`src/rtl/cmd_uart_link.sv`:
```
// Robot-side host command link: 8N1 UART receiver that assembles two-byte commands,
// plus an independent 8N1 transmitter for one-byte responses.
module cmd_uart_link #(
    parameter int unsigned BAUD_DIV     = 5208,
    parameter int unsigned BYTE_TIMEOUT = 20
) (
    input  logic        clk,
    input  logic        rst,
    input  logic        RX,
    output logic        TX,
    output logic [15:0] cmd,
    output logic        cmd_rdy,
    input  logic        clr_cmd_rdy,
    input  logic [7:0]  resp,
    input  logic        trmt,
    output logic        tx_done
);
    localparam int unsigned BW      = $clog2(BAUD_DIV + 1);
    localparam int unsigned TO_CLKS = BYTE_TIMEOUT * BAUD_DIV;
    localparam int unsigned TW      = $clog2(TO_CLKS + 1);
    localparam logic [BW-1:0] BAUD_LOAD = BW'(BAUD_DIV - 1);
    localparam logic [BW-1:0] HALF_LOAD = BW'(BAUD_DIV / 2 - 1);
    localparam logic [TW-1:0] TO_LOAD   = TW'(TO_CLKS - 1);

    typedef enum logic [1:0] {RX_IDLE, RX_START, RX_DATA, RX_STOP} rx_state_t;
    typedef enum logic {WAIT_HI, WAIT_LO} asm_state_t;
    typedef enum logic {TX_IDLE, TX_XMIT} tx_state_t;

    logic rx_meta, rxs;

    rx_state_t   rx_state, rx_state_nxt;
    logic [BW-1:0] rx_cnt, rx_cnt_nxt;
    logic [3:0]  rx_bit_cnt, rx_bit_cnt_nxt;
    logic [7:0]  rx_shift, rx_shift_nxt;
    logic        rx_start_c, rx_byte_vld_c, rx_frm_err_c;

    asm_state_t  asm_state, asm_state_nxt;
    logic [7:0]  hi_byte, hi_byte_nxt;
    logic [TW-1:0] to_cnt, to_cnt_nxt;
    logic [15:0] cmd_nxt;
    logic        cmd_rdy_nxt;

    tx_state_t   tx_state, tx_state_nxt;
    logic [BW-1:0] tx_cnt, tx_cnt_nxt;
    logic [3:0]  tx_bit_cnt, tx_bit_cnt_nxt;
    logic [9:0]  tx_shift, tx_shift_nxt;
    logic        tx_done_nxt;

    // RX byte engine: start-bit qualify at half period, then sample mid-bit
    always_comb begin
        rx_state_nxt   = rx_state;
        rx_cnt_nxt     = rx_cnt;
        rx_bit_cnt_nxt = rx_bit_cnt;
        rx_shift_nxt   = rx_shift;
        rx_start_c     = 1'b0;
        rx_byte_vld_c  = 1'b0;
        rx_frm_err_c   = 1'b0;
        case (rx_state)
            RX_IDLE: begin
                if (!rxs) begin
                    rx_start_c     = 1'b1;
                    rx_state_nxt   = RX_START;
                    rx_cnt_nxt     = HALF_LOAD;
                    rx_bit_cnt_nxt = 4'd0;
                end
            end
            RX_START: begin
                if (rx_cnt != '0) begin
                    rx_cnt_nxt = rx_cnt - BW'(1);
                end else if (!rxs) begin
                    rx_state_nxt = RX_DATA;
                    rx_cnt_nxt   = BAUD_LOAD;
                end else begin
                    rx_state_nxt = RX_IDLE;
                end
            end
            RX_DATA: begin
                if (rx_cnt != '0) begin
                    rx_cnt_nxt = rx_cnt - BW'(1);
                end else begin
                    rx_shift_nxt = {rxs, rx_shift[7:1]};
                    rx_cnt_nxt   = BAUD_LOAD;
                    if (rx_bit_cnt == 4'd7) begin
                        rx_state_nxt   = RX_STOP;
                        rx_bit_cnt_nxt = 4'd0;
                    end else begin
                        rx_bit_cnt_nxt = rx_bit_cnt + 4'd1;
                    end
                end
            end
            RX_STOP: begin
                if (rx_cnt != '0) begin
                    rx_cnt_nxt = rx_cnt - BW'(1);
                end else begin
                    rx_state_nxt  = RX_IDLE;
                    rx_byte_vld_c = rxs;
                    rx_frm_err_c  = !rxs;
                end
            end
            default: rx_state_nxt = RX_IDLE;
        endcase
    end

    // Command assembler; the inter-byte timeout only runs while the line is idle
    always_comb begin
        asm_state_nxt = asm_state;
        hi_byte_nxt   = hi_byte;
        to_cnt_nxt    = to_cnt;
        cmd_nxt       = cmd;
        cmd_rdy_nxt   = cmd_rdy;
        if (clr_cmd_rdy || (rx_start_c && asm_state == WAIT_HI)) begin
            cmd_rdy_nxt = 1'b0;
        end
        case (asm_state)
            WAIT_HI: begin
                if (rx_byte_vld_c) begin
                    hi_byte_nxt   = rx_shift;
                    asm_state_nxt = WAIT_LO;
                    to_cnt_nxt    = TO_LOAD;
                end
            end
            WAIT_LO: begin
                if (rx_byte_vld_c) begin
                    cmd_nxt       = {hi_byte, rx_shift};
                    cmd_rdy_nxt   = 1'b1;
                    asm_state_nxt = WAIT_HI;
                end else if (rx_state == RX_IDLE && !rx_start_c) begin
                    if (to_cnt == '0) begin
                        asm_state_nxt = WAIT_HI;
                    end else begin
                        to_cnt_nxt = to_cnt - TW'(1);
                    end
                end
            end
            default: asm_state_nxt = WAIT_HI;
        endcase
        if (rx_frm_err_c) begin
            asm_state_nxt = WAIT_HI;
        end
    end

    // TX engine: line is shift[0]; idle shift register is all ones
    always_comb begin
        tx_state_nxt   = tx_state;
        tx_cnt_nxt     = tx_cnt;
        tx_bit_cnt_nxt = tx_bit_cnt;
        tx_shift_nxt   = tx_shift;
        tx_done_nxt    = tx_done;
        case (tx_state)
            TX_IDLE: begin
                if (trmt) begin
                    tx_shift_nxt   = {1'b1, resp, 1'b0};
                    tx_done_nxt    = 1'b0;
                    tx_cnt_nxt     = BAUD_LOAD;
                    tx_bit_cnt_nxt = 4'd0;
                    tx_state_nxt   = TX_XMIT;
                end
            end
            TX_XMIT: begin
                if (tx_cnt != '0) begin
                    tx_cnt_nxt = tx_cnt - BW'(1);
                end else if (tx_bit_cnt == 4'd9) begin
                    tx_shift_nxt = '1;
                    tx_done_nxt  = 1'b1;
                    tx_state_nxt = TX_IDLE;
                end else begin
                    tx_shift_nxt   = {1'b1, tx_shift[9:1]};
                    tx_bit_cnt_nxt = tx_bit_cnt + 4'd1;
                    tx_cnt_nxt     = BAUD_LOAD;
                end
            end
            default: tx_state_nxt = TX_IDLE;
        endcase
    end

    always_ff @(posedge clk) begin
        if (rst) begin
            rx_meta    <= 1'b1;
            rxs        <= 1'b1;
            rx_state   <= RX_IDLE;
            rx_cnt     <= '0;
            rx_bit_cnt <= 4'd0;
            rx_shift   <= 8'd0;
            asm_state  <= WAIT_HI;
            hi_byte    <= 8'd0;
            to_cnt     <= '0;
            cmd        <= 16'd0;
            cmd_rdy    <= 1'b0;
            tx_state   <= TX_IDLE;
            tx_cnt     <= '0;
            tx_bit_cnt <= 4'd0;
            tx_shift   <= '1;
            tx_done    <= 1'b0;
        end else begin
            rx_meta    <= RX;
            rxs        <= rx_meta;
            rx_state   <= rx_state_nxt;
            rx_cnt     <= rx_cnt_nxt;
            rx_bit_cnt <= rx_bit_cnt_nxt;
            rx_shift   <= rx_shift_nxt;
            asm_state  <= asm_state_nxt;
            hi_byte    <= hi_byte_nxt;
            to_cnt     <= to_cnt_nxt;
            cmd        <= cmd_nxt;
            cmd_rdy    <= cmd_rdy_nxt;
            tx_state   <= tx_state_nxt;
            tx_cnt     <= tx_cnt_nxt;
            tx_bit_cnt <= tx_bit_cnt_nxt;
            tx_shift   <= tx_shift_nxt;
            tx_done    <= tx_done_nxt;
        end
    end

    assign TX = tx_shift[0];

endmodule
```
`config.mk`:
```
export PLATFORM = sky130hd
export DESIGN_NAME = cmd_uart_link
export DESIGN_NICKNAME = d
export VERILOG_FILES = /design/src/rtl/cmd_uart_link.sv
export SDC_FILE = /design/constraint.sdc
export NUM_CORES = 1
export LEC_CHECK = 0
export ABC_AREA = 0
export BUFFER_PORTS_ARGS = -buffer_cell sky130_fd_sc_hd__buf_2
export CAP_MARGIN = 20
export CELL_PAD_IN_SITES_DETAIL_PLACEMENT = 1
export CELL_PAD_IN_SITES_GLOBAL_PLACEMENT = 1
export CORE_UTILIZATION = 49
export DETAILED_ROUTE_END_ITERATION = 8
export GPL_TIMING_DRIVEN = 0
export PLACE_DENSITY_LB_ADDON = 0.1
export SYNTH_ARGS = -nofsm -noshare
export SYNTH_HDL_FRONTEND = slang
export SYNTH_SLANG_ARGS = --single-unit
```
`constraint.sdc`:
```
create_clock -name clk -period 9.6 [get_ports clk]
set_clock_uncertainty 0.05 [all_clocks]
set_input_delay 1.92 -clock clk [delete_from_list [all_inputs] [get_ports clk]]
set_output_delay 1.92 -clock clk [all_outputs]
set_load 0.05 [all_outputs]
```
After elaboration in Yosys (flattened, before gate mapping)
Index checks and enable logic that the tools add are counted.
{ "totals": {"reg_bits": 101, "n_memories": 0, "output_inout_bits": 19, "romBits": 0, "ram_bits": 0, "in_bits": 13, "word_cells": 123, "latch_bits": 0} }
{ "op_classes": {"addsub": 5, "n_lt_le_gt_ge": 0, "multipliers": 0, "bitwise_logic": 3, "reduce_logical": 22, "n_div": 0, "mux": 56, "n_eq_ne": 21, "shift": 0} }
{ "ops": {"columns": ["op", "count"], "rows": [
  ["$mux 13", 8],
  ["$mux 17", 4],
  ["$pmux 13 s4", 1],
  ["$pmux 17 s2", 1],
  ["$pmux 13 s2", 1],
  ["$reduce_bool 13->1", 2],
  ["$sub 13x1->13 const B", 2],
  ["$mux 4", 6],
  ["$ne 2x2->1 const B", 12],
  ["$mux 10", 2],
  ["$pmux 10 s2", 1],
  ["$mux 1", 19],
  ["$logic_not 17->1", 1],
  ["$sub 17x1->17 const B", 1],
  ["$pmux 4 s2", 2],
  ["$mux 2", 6],
  ["$reduce_and 3->1", 4],
  ["$reduce_and 2->1", 5],
  ["$mux 9", 1],
  ["$add 4x1->4 const B", 2],
  ["$pmux 2 s4", 1],
  ["$ne 3x3->1 const B", 2],
  ["$pmux 1 s2", 3],
  ["$reduce_and 5->1", 1],
  ["other kinds (13)", 19]
]} }

Depth between registers and ports, before layout
{ "logic_depth": {"ltp_word": 7, "ltp_mapped": 12, "mapped_depth_nobuf": 11} }

Worst setup path before layout
No wires, ideal clock.
{ "synth_timing": {"kind": "reg-to-reg", "from": "register rx_cnt[0]", "to": "register to_cnt[15]", "period_less_slack_ps": 3482, "arrival_ps": 3357, "required_ps": 9476, "path_stages_with_launch": 12, "setup_ps": 74, "n_path_buf": 1, "path_slack_ps": 6118, "path_cell_list": "dfxtp_1 > inv_1 > ha_1 > or4b_1 > buf_2 > nor3_2 > and3_1 > ha_1 > or4_1 > or4_1 > or3_1 > a31oi_1"} }
{ "synth_between": {"elab_chain_len": 5, "elab_cells_between_ends": 6, "cone_classes": "2 x eq/ne; 2 x mux; 2 x reduce/logical"} }
{ "synth_lines": {"columns": ["element", "line_no", "rtl"], "rows": [
  ["start, declared", "32", "logic [BW-1:0] rx_cnt, rx_cnt_nxt;"],
  ["start signal, assigned", "198", "rx_cnt <= rx_cnt_nxt;"],
  ["$reduce_bool 13->1 *", "92", "if (rx_cnt != '0) begin"],
  ["$mux 1 *", "92", null],
  ["$mux 1 *", "58", "case (rx_state)"],
  ["$ne 2x2->1 (no line)", null, null],
  ["$reduce_and 4->1 (no line) *", null, null],
  ["end signal, assigned", "203", "to_cnt <= to_cnt_nxt;"],
  ["end, declared", "39", "logic [TW-1:0] to_cnt, to_cnt_nxt;"]
]} }
Mark *: on every way between the ends. The rest lies on a longest branch, timed or not.
A chain may end at the register's enable or synchronous reset.

Worst setup path in the final report
Ends and elaborated chain as after synthesis.

==> reports/qor.log <==
qor: die.die_width 102 um
qor: pwr.static-leakage-power 1.97 nW
qor: pwr.max-vdd-ir-drop 105 uV
qor: route.violation_count_after_the_first_detailed_route_iteration 147
qor: pwr.power.total 0.929 mW
qor: critical_path.cp_data_required_time 9850 ps
qor: critical_path.cell_chain_of_the_critical_path inv_1, ha_1, or4b_1, buf_2, nor3_2, and3_1, ha_1, or4_1, or4_1, or3_1, a31oi_1
qor: clocking.clkSlewWorstSetupHoldPaths 100 ps
qor: sta.timing_hold_violations_final 0
qor: die.die-height 102 um
qor: route.postRouteAntennaNets 0
qor: clocking.postCtsHoldBufs 0
qor: layout.multi_input_comb_area 2660 sq um
qor: critical_path.kind_of_launch_point_of_the_worst_setup_path register
qor: synthesis.post_synth.cell_area_avg 8.52 sq um
qor: global_route.grt_max_degree 18
qor: global_route.grt.overflow.total 0
qor: sta.layout_setup_ws 5540 ps
qor: synthesis.postSynth.asyncResetShare 0
qor: layout.fillerInstances 1,210
qor: route.dr_total_vias 4,488
qor: die.die-area 10,300 sq um
qor: critical_path.critPathMaxStageDelay 570 ps
qor: min_path.beginning_of_the_worst_hold_path rx_meta
qor: layout.final_util 0.554
qor: sta.worst_slew_margin_rel 0.362
qor: clocking.cts_tree done
qor: layout.final_common_cell sky130_fd_sc_hd__dfxtp_1
qor: sta.clock.fmax 246 MHz
qor: critical_path.cp-startpoint rx_cnt[0]
qor: clocking.cts_buffer_depth 2
qor: clocking.worstSkewPairLatency 370 ps
qor: layout.layout.area.seq 2000 sq um
qor: sta.timing.final.setup_violations 0
qor: global_route.number_of_antenna_violations_at_the_first_check_in_global_routing 0
qor: synthesis.synth_cell_type_count 65
qor: synthesis.synth-seq-area-share 0.411
qor: layout.antenna_diodes 0
qor: route.wire_per_inst 18.0 um
qor: critical_path.critPathMaxFanout 8
qor: clocking.count_of_cells_resized_by_post_cts_repair 0
qor: synthesis.syn_area 4870 sq um
qor: route.vias_per_cell 5.97
qor: sta.worst_pin_slew 946 ps
qor: place.port-buffer-count 31
qor: route.drt-pass1-iter-count 4
qor: critical_path.cp_data_arrival_time 4310 ps
qor: place.gp_routability_congestion 0.833
qor: synthesis.synth-main-ff-cell sky130_fd_sc_hd__dfxtp_1
qor: sta.maxSlewViolCount 0
qor: synthesis.number_of_synthesized_flops_with_an_enable_pin 0
qor: min_path.hold_path.class register to register
qor: layout.commonest_non_fill_non_tap_cells_in_the_layout sky130_fd_sc_hd__dfxtp_1 (100), sky130_fd_sc_hd__nor2_1 (77), sky130_fd_sc_hd__a21oi_1 (44), sky130_fd_sc_hd__buf_2 (35), sky130_fd_sc_hd__nand2_1 (33)
qor: place.half_perimeter_wire_length_after_detailed_placement 9.88 mm
qor: route.drcViolationCount 0
qor: clocking.cts_buffers 9
qor: clocking.cts.root.buffer_cell sky130_fd_sc_hd__clkbuf_8
qor: status.outcome finished clean
qor: pwr.p_per_area 173 nW/um^2
qor: critical_path.crit_family simple AND/OR/NAND/NOR gates
qor: job.cap_violations 0
qor: synthesis.postSynthNetCount 601
qor: synthesis.ys_warn_count 0
qor: place.post-place-ws 5600 ps
qor: sta.fin_hold_ws 390 ps
qor: global_route.track_usage 0.276
qor: critical_path.worst_r2r_src rx_cnt[0]
qor: critical_path.slowest_stage sky130_fd_sc_hd__or4_1
qor: critical_path.worstSetupEndpointType register
qor: die.fp.coreArea 9680 sq um
qor: critical_path.crit_type register to register
qor: synthesis.synthCells 572
qor: die.floorplan.io_pins 32
qor: sta.final.period_utilization 0.423
qor: sta.totalNegativeSetupSlack 0 ps
qor: die.start_util 0.503
qor: layout.drive_above_1_share 0.116
qor: sta.fin_crit 4060 ps
qor: clocking.post_cts_buffers 0
qor: global_route.first_pass_grt_wire_length 22.2 mm
qor: die.placementRows 36
qor: route.totalWireLength 13.5 mm
qor: layout.area_delta_synth_final 10.2%
qor: clocking.ctsHtreeMaxLevel 3
qor: layout.nets 643
qor: critical_path.worstPathBufferInverterCount 2
qor: synthesis.synth_seq_cells 100
qor: sta.setup_repair_after_global_routing_missed_its_margin false
qor: global_route.first_global_vias 4,518
qor: clocking.cts.sink_count 100
registers in the layout, indices dropped and copies added (netlist names), named ones only:
name and flops:
to_cnt 17, cmd_rdy 1, rx_state 1, rx_shift 8, rxs 1, tx_cnt 13, cmd 16, rx_cnt 13
tx_bit_cnt 4, asm_state 1, rx_meta 1, tx_shift 9, hi_byte 8, tx_done 1, rx_bit_cnt 4, tx_state 1
where the power goes:
group	internal [mW]	switching, mW
clock network	0.0952	0.156
logic	0.0744	0.151
registers	0.434	0.0179
total	0.603	0.325
routing by layer:
metal,vias to the layer above,global-route usage,part of all wire,wire [um]
met3,13,0.0290,0.023,312
met2,64,0.500,0.51,6920
met4,0,0.0858,0.011,144
met1,2235,0.342,0.46,6170
li1,2176,-,-,-
met5,-,0,0,0
Yosys cell counts (7+ instances only):
cell type                  number  area (sq um)
sky130_fd_sc_hd__a31oi_1        7          43.8
sky130_fd_sc_hd__clkbuf_1      28           105
sky130_fd_sc_hd__a211oi_1      14           105
sky130_fd_sc_hd__a21oi_1       44           220
sky130_fd_sc_hd__nor3_1        27           135
sky130_fd_sc_hd__nand2b_1       7          43.8
sky130_fd_sc_hd__nor2_1        77           289
sky130_fd_sc_hd__o21ai_0       19          95.1
sky130_fd_sc_hd__dfxtp_1      100          2000
sky130_fd_sc_hd__a311oi_1       7          61.3
sky130_fd_sc_hd__nand2_1       33           124
sky130_fd_sc_hd__or4_1          8          60.1
sky130_fd_sc_hd__nand3_1       23           115
sky130_fd_sc_hd__nor4_1        13          81.3
sky130_fd_sc_hd__mux2i_1       27           270
sky130_fd_sc_hd__ha_1          16           200
sky130_fd_sc_hd__a211o_1        7          61.3
sky130_fd_sc_hd__inv_1         19          71.3
area by class of cell:
class	instances	share of cell area
flip-flops and latches	100	0.373
plain buffers	34	0.0261
repair buffers	31	0.0289
well taps	133	0.0310
multi-input cells	418	0.495
clock buffers	9	0.0231
inverters	20	0.0140
clock inverters	7	0.00932
metrics by stage:
step / std cells / area, sq um
5_1_grt: 752 / 5370
3_5_place_dp: 736 / 5190
3_3_place_gp: 736 / 5190
6_report: 752 / 5370
2_1_floorplan: 572 / 4870
4_1_cts: 752 / 5370
kinds of logic after synthesis:
| group | after synthesis | share of synthesized area |
|---|---|---|
| AND/OR/NAND/NOR | 224 | 0.231 |
| AO/OA/AOI/OAI | 145 | 0.207 |
| flip-flops | 100 | 0.411 |
| buffers and inverters | 54 | 0.0442 |
| multiplexers | 27 | 0.0555 |
| adder cells (fa/ha/maj) | 16 | 0.0411 |
| XOR/XNOR | 6 | 0.0108 |
worst paths after layout:
check | cells past startpoint | end | slack (ps)
max | 11 | to_cnt[15] | 5540
min | 1 | rxs | 390
max reg2reg | 11 | to_cnt[15] | 5540
min reg2reg | 1 | rxs | 390
Power figures use the tool's default switching activity.
